### src/rtl/uart_tx.sv
// Buffered 8N1 UART transmitter with a small byte FIFO.
// Define UART_TX_PARITY_EN to insert an even-parity bit before the stop bit.
module uart_tx #(
    parameter int CLKS_PER_BIT = 434,
    parameter int FIFO_DEPTH   = 8
) (
    input  logic                          clk,
    input  logic                          rst,
    input  logic                          wr_en,
    input  logic [7:0]                    wr_data,
    output logic                          full,
    output logic [$clog2(FIFO_DEPTH):0]   fifo_count,
    output logic                          busy,
    output logic                          overflow,
    output logic                          tx
);
    localparam int AW = $clog2(FIFO_DEPTH);
    localparam int CW = AW + 1;
    localparam logic [15:0] BAUD_MAX = 16'(CLKS_PER_BIT - 1);

    typedef enum logic [2:0] {
        IDLE,
        START,
        DATA,
`ifdef UART_TX_PARITY_EN
        PARITY,
`endif
        STOP
    } state_t;

    state_t         state;
    logic [7:0]     mem [FIFO_DEPTH];
    logic [AW-1:0]  wr_ptr;
    logic [AW-1:0]  rd_ptr;
    logic [7:0]     shift;
    logic [15:0]    baud_cnt;
    logic [2:0]     bit_idx;
`ifdef UART_TX_PARITY_EN
    logic           par;
`endif

    logic       baud_done;
    logic       push;
    logic       pop;
    logic [7:0] head;

    assign full      = (fifo_count == CW'(FIFO_DEPTH));
    assign busy      = (state != IDLE) || (fifo_count != '0);
    assign baud_done = (baud_cnt == BAUD_MAX);
    assign push      = wr_en && !full;
    assign head      = mem[rd_ptr];
    // A pop happens on leaving IDLE or at the end of a stop bit.
    assign pop       = (fifo_count != '0) &&
                       ((state == IDLE) || ((state == STOP) && baud_done));

    always_ff @(posedge clk) begin
        if (push) begin
            mem[wr_ptr] <= wr_data;
        end
    end

    always_ff @(posedge clk) begin
        if (!rst) begin
            state      <= IDLE;
            wr_ptr     <= '0;
            rd_ptr     <= '0;
            fifo_count <= '0;
            overflow   <= 1'b0;
            shift      <= '0;
            baud_cnt   <= '0;
            bit_idx    <= '0;
            tx         <= 1'b1;
`ifdef UART_TX_PARITY_EN
            par        <= 1'b0;
`endif
        end else begin
            if (push) begin
                wr_ptr <= wr_ptr + 1'b1;
            end
            if (pop) begin
                rd_ptr <= rd_ptr + 1'b1;
            end
            if (push && !pop) begin
                fifo_count <= fifo_count + 1'b1;
            end else if (pop && !push) begin
                fifo_count <= fifo_count - 1'b1;
            end
            if (wr_en && full) begin
                overflow <= 1'b1;
            end

            if (state != IDLE) begin
                baud_cnt <= baud_done ? '0 : baud_cnt + 1'b1;
            end

            unique case (state)
                IDLE: begin
                    if (pop) begin
                        shift    <= head;
                        tx       <= 1'b0;
                        baud_cnt <= '0;
                        state    <= START;
`ifdef UART_TX_PARITY_EN
                        par      <= ^head;
`endif
                    end
                end
                START: begin
                    if (baud_done) begin
                        tx      <= shift[0];
                        bit_idx <= '0;
                        state   <= DATA;
                    end
                end
                DATA: begin
                    if (baud_done) begin
                        if (bit_idx == 3'd7) begin
`ifdef UART_TX_PARITY_EN
                            tx    <= par;
                            state <= PARITY;
`else
                            tx    <= 1'b1;
                            state <= STOP;
`endif
                        end else begin
                            shift   <= shift >> 1;
                            tx      <= shift[1];
                            bit_idx <= bit_idx + 1'b1;
                        end
                    end
                end
`ifdef UART_TX_PARITY_EN
                PARITY: begin
                    if (baud_done) begin
                        tx    <= 1'b1;
                        state <= STOP;
                    end
                end
`endif
                STOP: begin
                    if (baud_done) begin
                        if (pop) begin
                            shift <= head;
                            tx    <= 1'b0;
                            state <= START;
`ifdef UART_TX_PARITY_EN
                            par   <= ^head;
`endif
                        end else begin
                            state <= IDLE;
                        end
                    end
                end
                default: begin
                    tx    <= 1'b1;
                    state <= IDLE;
                end
            endcase
        end
    end
endmodule
### config.mk
export PLATFORM = sky130hd
export DESIGN_NAME = uart_tx
export DESIGN_NICKNAME = d
export VERILOG_FILES = /design/src/rtl/uart_tx.sv
export SDC_FILE = /design/constraint.sdc
export NUM_CORES = 1
export LEC_CHECK = 0
export ABC_AREA = 0
export CAP_MARGIN = 15
export CELL_PAD_IN_SITES_DETAIL_PLACEMENT = 2
export CELL_PAD_IN_SITES_GLOBAL_PLACEMENT = 2
export CORE_MARGIN = 2
export CORE_UTILIZATION = 45
export DETAILED_ROUTE_END_ITERATION = 8
export GPL_TIMING_DRIVEN = 1
export PLACE_DENSITY = 0.84
export SYNTH_ARGS = -nofsm -noshare
export SYNTH_HDL_FRONTEND = slang
export SYNTH_SLANG_ARGS = --single-unit
### constraint.sdc
create_clock -name clk -period 5.4 [get_ports clk]
set_input_delay 1.08 -clock clk [delete_from_list [all_inputs] [get_ports clk]]
set_output_delay 1.08 -clock clk [all_outputs]
set_load 0.01 [all_outputs]
==> results.md, run 1 <==
- Status: finished clean
- Mean Syn Cell Area: 11.9 sq um
- Crit path launch: baud_cnt[2]
- Max-slew violation count: 0
- All-Layer GR Usage: 0.228
- DRT iter0 DRCs: 183
- Pin count of the biggest net entering global routing: 38
- Clock root cell: clkbuf_8
- Sum Neg Setup Slack: 0 ns
- Die area: 11500 sq um
- Post-route cell area: 5280 sq um
- Cells after Synth: 401
- Wire length per cell: 21.5 microns
- Post-Syn Area: 4790 sq um
- N_diodes: 0
- R2R Setup Slk: 1.84 ns
- Clock-pin slew on the worst setup and hold paths: 0.11 ns
- Share of layout cells above drive strength 1: 0.0924
- RSZ-0062 raised after global routing: false
- Final net count: 442
- Setup slack after layout: 1.84 ns
- DP HPWL: 8.01 mm
- Syn Nets: 426
- Synth warn: 0
- Crit path time final: 3.56 ns
- Area Overhead vs Synth: 10.2%
- Critical Path Start Type: register
- Worst Path Required: 5.69 ns
- Die height: 107 microns
- Post-synthesis sequential area ratio: 0.585
- Vias in the first global route: 3658
- First-pass GRT wire length: 19.8 mm
- Port Buffers: 18
- Via density: 5.90
- Skew-Pair Late Insertion Delay: 0.38 ns
- CP max stage delay: 0.53 ns
- CP max-delay cell: or4_4
- Min-delay src: bit_idx[1]
- Final Skew: 0.0120 ns
- WP buf/inv: 3
- Peak VDD IR: 0.231 mV
- Synth cell types: 59
- Initial Util: 0.464
- # IOs: 19
- EDFF count, synth: 64
- Grt total ovfl: 0
- # hold bufs at CTS: 0
- Antenna violations before repair: 0
- Num CTS Buffers: 9
- TritonCTS Sinks: 108
- Setup Crit Path Kind: register to register
- FF-to-FF Start: baud_cnt[2]
- Area after DPL: 5090 sq um
- Slew Limit Headroom: 0.383
- Post-CTS setup buffers: 0
- Async set-reset flop share out of synthesis: 0
- Fin cells: 558
- Final hold vios: 0
- Period Utilization, post-route: 0.660
- Site Rows: 37
- Pre-CTS setup slack: 1.58 ns
- Tightest Pin Transition: 0.925 ns
- Dominant synthesized flop cell: edfxtp_1
- CP top delay family: simple AND/OR/NAND/NOR gates
- Dpl cells: 541
- Fmax: 281 MHz
- Synthesized flop and latch total: 108
- DR vias: 3290
- Crit. End Element: register
- Htree depth: 3
- Layout Utilization: 0.511
- PostCTS Resize Cnt: 0
- Core area: 10300 sq um
- Drt pass-1 iters: 4
- Leakage: 1.78 nW
- Crit-path most repeated cell: a21oi_1
- Routability cong.: 0.780
- CTS tree: built
- CP Max Fanout: 12
- Power Dens Cells: 457 nW/um^2
- DRC: 0
- Max-Cap Viols: 0
- Clk buf depth: 2
- Setup-failing EPs final: 0
- Final Routed Wirelength: 12.0 mm
- DRT antenna net count: 0
- HP Class: register to register
- Crit path DAT: 3.85 ns
- Die X: 107 microns
- Crit path cell chain: or4_4, nor4_1, buf_4, a21oi_1, nor2_1, inv_1, ha_1, inv_1, ha_1, a21o_1, a21oi_1, xnor2_1, or3_1, a21oi_1
## cell usage after synthesis, drive strengths merged, types with 3 or more instances
cell type	number	area, sq um
edfxtp	64	1920
dfxtp	44	881
a21oi	33	176
mux2i	29	290
nand2	27	101
nor2	27	101
o21ai	15	78.8
ha	13	163
clkbuf	11	41.3
inv	10	37.5
nor3	10	50.1
nor2b	9	56.3
a211oi	8	60.1
a2111oi	7	61.3
a22o	7	61.3
and2	7	43.8
buf	7	42.5
and3	5	33.8
nand2b	5	31.3
nand3	5	25.0
o31ai	5	51.3
nand3b	4	30.0
o221a	4	45.0
or4	4	41.3
a311oi	3	26.3
a31oi	3	18.8
nor4	3	18.8
## per-stage QoR
stage | total power, W | hold slack, ns
2_1_floorplan | 0.00167 | 0.453
3_3_place_gp | 0.00188 | 0.454
3_5_place_dp | 0.00195 | 0.478
4_1_cts | 0.00243 | 0.494
5_1_grt | 0.00256 | 0.525
6_report | 0.00241 | 0.491
## registers in the layout, indices dropped and copies added (netlist names), named ones only
register / cells
bit_idx: 3
baud_cnt: 16
wr_ptr: 3
state: 2
tx: 1
shift: 8
overflow: 1
mem: 64
fifo_count: 4
rd_ptr: 3
## worst paths after layout
kind / end / cells after the start
worst max register to register: fifo_count[3] / 14
worst min register to register: bit_idx[1] / 2
worst max-delay path: fifo_count[3] / 14
worst min-delay path: bit_idx[1] / 2
## worst register-to-register path: cells and delay by family, from the launching register on
| kind | cells | cell delay, ns |
|---|---|---|
| buf+inv | 3 | 0.46 |
| xor+xnor | 1 | 0.11 |
| simple gates | 4 | 1.37 |
| flops | 1 | 0.38 |
| compound gates | 4 | 0.70 |
| fa+ha+maj | 2 | 0.47 |
## power by group
group          internal (W)  switching, W
clock network      0.000177      0.000294
logic              0.000354      0.000544
registers          0.000966     0.0000775
total               0.00150      0.000916
## placed cells by master, fill, tap and decap left out, drive strengths merged, types with 3 or more instances in the layout
master,Yosys,final
a2111oi,7,7
a211oi,8,8
a21oi,33,33
a22o,7,7
a311oi,3,3
a31oi,3,3
and2,7,7
and3,5,5
buf,7,4
clkbuf,11,11
clkdlybuf4s50,0,18
clkinv,0,3
dfxtp,44,44
edfxtp,64,64
ha,13,13
inv,10,13
mux2i,29,29
nand2,27,27
nand2b,5,5
nand3,5,5
nand3b,4,4
nor2,27,27
nor2b,9,9
nor3,10,10
nor4,3,3
o21ai,15,15
o221a,4,4
o31ai,5,5
or4,4,4
## cell type report
type,count,area [sq um]
timing repair buffer,23,218
clock buffer,10,128
inverter,10,37.5
multi-input combinational,265,1870
tap,136,170
clock inverter,6,53.8
fill,1004,5040
sequential,108,2800
## kinds of logic after synthesis
logic type / count (synthesis) / synth area share
xor+xnor: 4 / 0.00732
simple gates: 115 / 0.125
compound gates: 101 / 0.149
fa+ha+maj: 14 / 0.0381
mux: 31 / 0.0700
flops: 108 / 0.585
buf+inv: 28 / 0.0253
## per-layer routing
layer / share of wire / vias up / track usage
met5: 0 / - / 0
met4: 0.019 / 0 / 0.0761
met3: 0.024 / 19 / 0.0401
met2: 0.50 / 42 / 0.401
met1: 0.45 / 1676 / 0.281
li1: - / 1553 / -
No activity file was read; power rests on OpenSTA's default activity.
==> inputs of run 2 (changes only) <==
--- a/config.mk
+++ b/config.mk
@@ -10,10 +10,10 @@
 export CELL_PAD_IN_SITES_DETAIL_PLACEMENT = 2
 export CELL_PAD_IN_SITES_GLOBAL_PLACEMENT = 2
 export CORE_MARGIN = 2
-export CORE_UTILIZATION = 45
+export CORE_UTILIZATION = 38
 export DETAILED_ROUTE_END_ITERATION = 8
 export GPL_TIMING_DRIVEN = 1
-export PLACE_DENSITY = 0.84
+export PLACE_DENSITY = 0.76
 export SYNTH_ARGS = -nofsm -noshare
 export SYNTH_HDL_FRONTEND = slang
 export SYNTH_SLANG_ARGS = --single-unit
==> constraint.sdc (replaced) <==
create_clock -name clk -period 2.9 [get_ports clk]
set_input_delay 0.58 -clock clk [delete_from_list [all_inputs] [get_ports clk]]
set_output_delay 0.58 -clock clk [all_outputs]
set_load 0.01 [all_outputs]
==> run 2 against run 1 <==
  * Cell count increased by 12%
  * Highest routed layer unchanged
  * Global-route usage shrank 2.6 points
  * Design area rose by 8.0%
  * Critical path depth decreased by 1
  * Sequential share of layout area fell by 3.9 points
  * Clock skew rose by 0.0039 ns
  * Die area grew 18%
  * Worst hold slack worse by 0.0086 ns
  * Sequential power rose by 87%
  * Utilization shrank 5.4 points
  * Sequential cell count unchanged
  * Via count rose by 3.5%
==> results.md, run 2 (synthesis results as in run 1) <==
- Status: finished clean (unchanged)
- Largest registers: mem (64), baud_cnt (16), shift (8) (unchanged)
- Die X: 116 microns (was 107 microns)
- R2R Setup Slk: 0.008 ns (was 1.84 ns)
- Setup Crit Path Kind: register to register (unchanged)
- Worst Hold End: tx (was bit_idx[1])
- All-Layer GR Usage: 0.201 (was 0.228)
- Cell count of the worst hold path: 1 (was 2)
- Peak VDD IR: 0.481 mV (was 0.231 mV)
- DRC: 0 (unchanged)
- Initial Util: 0.384 (was 0.464)
- N_diodes: 0 (unchanged)
- Met2 GRT Util: 0.360 (was 0.401)
- Layout Utilization: 0.457 (was 0.511)
- Met1 Resource Use GR: 0.243 (was 0.281)
- Pin count of the biggest net entering global routing: 22 (was 38)
- Period Utilization, post-route: 0.997 (was 0.660)
- # IOs: 19 (unchanged)
- Share of layout cells above drive strength 1: 0.173 (was 0.0924)
- Vias in the first global route: 3798 (was 3658)
- Setup-failing EPs final: 0 (unchanged)
- CTS tree: built (unchanged)
- Final Routed Wirelength: 12.7 mm (was 12.0 mm)
- GR peak layer: met2 (unchanged)
- Most frequent cells in the layout: edfxtp_1, dfxtp_1, buf_4, mux2i_1, a21oi_1 (was edfxtp_1, dfxtp_1, a21oi_1, mux2i_1)
- Critical Path Start Type: register (unchanged)
- Wire length per cell: 20.4 microns (was 21.5 microns)
- DP HPWL: 8.54 mm (was 8.01 mm)
- Clock-pin slew on the worst setup and hold paths: 0.08 ns (was 0.11 ns)
- M3 GR Usage: 0.0446 (was 0.0401)
- Crit path DAT: 3.19 ns (was 3.85 ns)
- # hold bufs at CTS: 0 (unchanged)
- First-pass GRT wire length: 20.4 mm (was 19.8 mm)
- Htree depth: 3 (unchanged)
- Clock root cell: clkbuf_16 (was clkbuf_8)
- Port Buffers: 18 (unchanged)
- Tightest Pin Transition: 0.861 ns (was 0.925 ns)
- Worst reg2reg path endpoint: fifo_count[3] (unchanged)
- DR vias: 3404 (was 3290)
- HP Class: register to register (unchanged)
- Max-Cap Viols: 0 (unchanged)
- FF-to-FF path depth: 13 (was 14)
- Drt pass-1 iters: 4 (unchanged)
- Power Dens Cells: 879 nW/um^2 (was 457 nW/um^2)
- Slew Limit Headroom: 0.424 (was 0.383)
- Core area: 12500 sq um (was 10300 sq um)
- Area Overhead vs Synth: 19.0% (was 10.2%)
- Die area: 13500 sq um (was 11500 sq um)
- Most common cell after layout, fill and taps aside: edfxtp_1 (unchanged)
- TritonCTS Sinks: 108 (unchanged)
- Skew-Pair Late Insertion Delay: 0.36 ns (was 0.38 ns)
- Final net count: 472 (was 442)
- Max reg flops: 64 (unchanged)
- Final hold vios: 0 (unchanged)
- Grt total ovfl: 0 (unchanged)
- Fmax: 346 MHz (was 281 MHz)
- Via density: 5.46 (was 5.90)
- Final Skew: 0.0159 ns (was 0.0120 ns)
- Filler Cells Inserted: 1232 (was 1004)
- Site Rows: 41 (was 37)
- DRT antenna net count: 0 (unchanged)
- Routability cong.: 0.758 (was 0.780)
- Crit. End Element: register (unchanged)
- Max-slew violation count: 0 (unchanged)
- CP Max Fanout: 2 (was 12)
- Worst Path Required: 3.20 ns (was 5.69 ns)
- WHS: 0.482 ns (was 0.491 ns)
- DRT iter0 DRCs: 139 (was 183)
- Leakage: 1.97 nW (was 1.78 nW)
- Clk buf depth: 2 (unchanged)
- Die height: 116 microns (was 107 microns)
- Antenna violations before repair: 0 (unchanged)
- Crit path launch: baud_cnt[12] (was baud_cnt[2])
- RSZ-0062 raised after global routing: true (was false)
- Biggest register: mem (unchanged)
- FF-to-FF Start: baud_cnt[12] (was baud_cnt[2])
- Min-delay src: tx (was bit_idx[1])
- Num CTS Buffers: 9 (unchanged)
- Crit path time final: 2.89 ns (was 3.56 ns)
==> run 2: cell types whose count changed in the layout (fill, tap and decap cells not counted), sizes merged <==
cell	before	now
buf	4	35
clkbuf	11	9
clkinv	3	2
clkinvlp	0	1
==> run 2: worst max-delay path by stage <==
stage,to,slack [ns],depth (start not counted)
2_1_floorplan,fifo_count[3],0.02,13
3_5_place_dp,fifo_count[3],-0.08,13
3_3_place_gp,fifo_count[3],0.03,13
4_1_cts,fifo_count[3],0.02,13
5_1_grt,fifo_count[3],-0.15,13
6_report,fifo_count[3],0.008,13
==> run 2: metrics by stage <==
| stage | instance area, sq um | instances | total power [W] | TNS [ns] | setup WS (ns) |
|---|---|---|---|---|---|
| final | 5700 | 623 | 0.00501 | 0 | 0.00841 |
| after global routing | 5700 | 623 | 0.00533 | -0.153 | -0.153 |
| after CTS | 5690 | 622 | 0.00504 | 0 | 0.0193 |
| after detailed placement | 5350 | 603 | 0.00373 | -0.0761 | -0.0761 |
| after global placement | 5350 | 603 | 0.00362 | 0 | 0.0325 |
| after floorplan | 4810 | 401 | 0.00312 | 0 | 0.0181 |
==> run 2: power breakdown <==
part	switching [W]	internal, W
Combinational	0.00107	0.000810
Clock	0.000597	0.000597
Sequential	0.000142	0.00180
==> run 2: timing repair <==
item / 4_1_cts / 5_1_grt
endpoints found under the setup margin: 1 / 1
pin swaps: 7 / 3
gates resized for setup: 6 / 1
setup buffers: 4 / 1
==> run 2: cell type report <==
class	instances	area, sq um	share of cell area
Timing Repair Buffer	53	443	0.0777
Sequential cell	108	2810	0.492
Clock buffer	9	225	0.0395
Multi-Input combinational cell	265	1920	0.336
Tap cell	172	215	0.0378
Clock inverter	6	56.3	0.00988
Inverter	10	37.5	0.00658
==> run 2: worst max-delay path, cell delays in order, from the launching register on <==
cell and delay [ns]:
dfxtp_2 0.33, or4_4 0.56, nor4_4 0.33, a21oi_2 0.12, nor2_2 0.16, inv_1 0.08
ha_2 0.19, inv_2 0.08, ha_4 0.19, a21o_1 0.16, a21oi_2 0.13, xnor2_1 0.08
or3_1 0.31, a21oi_1 0.12
==> run 2: layer usage <==
layer	share of wire	routed length, microns
met5	0	0
met4	0.014	182
met3	0.023	289
met2	0.53	6690
met1	0.44	5540
==> inputs of run 3 (changes only) <==
--- a/config.mk
+++ b/config.mk
@@ -6,11 +6,11 @@
 export NUM_CORES = 1
 export LEC_CHECK = 0
 export ABC_AREA = 0
-export CAP_MARGIN = 15
 export CELL_PAD_IN_SITES_DETAIL_PLACEMENT = 2
 export CELL_PAD_IN_SITES_GLOBAL_PLACEMENT = 2
 export CORE_MARGIN = 2
 export CORE_UTILIZATION = 38
+export CTS_CLUSTER_DIAMETER = 40
 export DETAILED_ROUTE_END_ITERATION = 8
 export GPL_TIMING_DRIVEN = 1
 export PLACE_DENSITY = 0.76
==> results of run 3 <==
No change in the layout: final DEF, timing and power equal those of run 2.
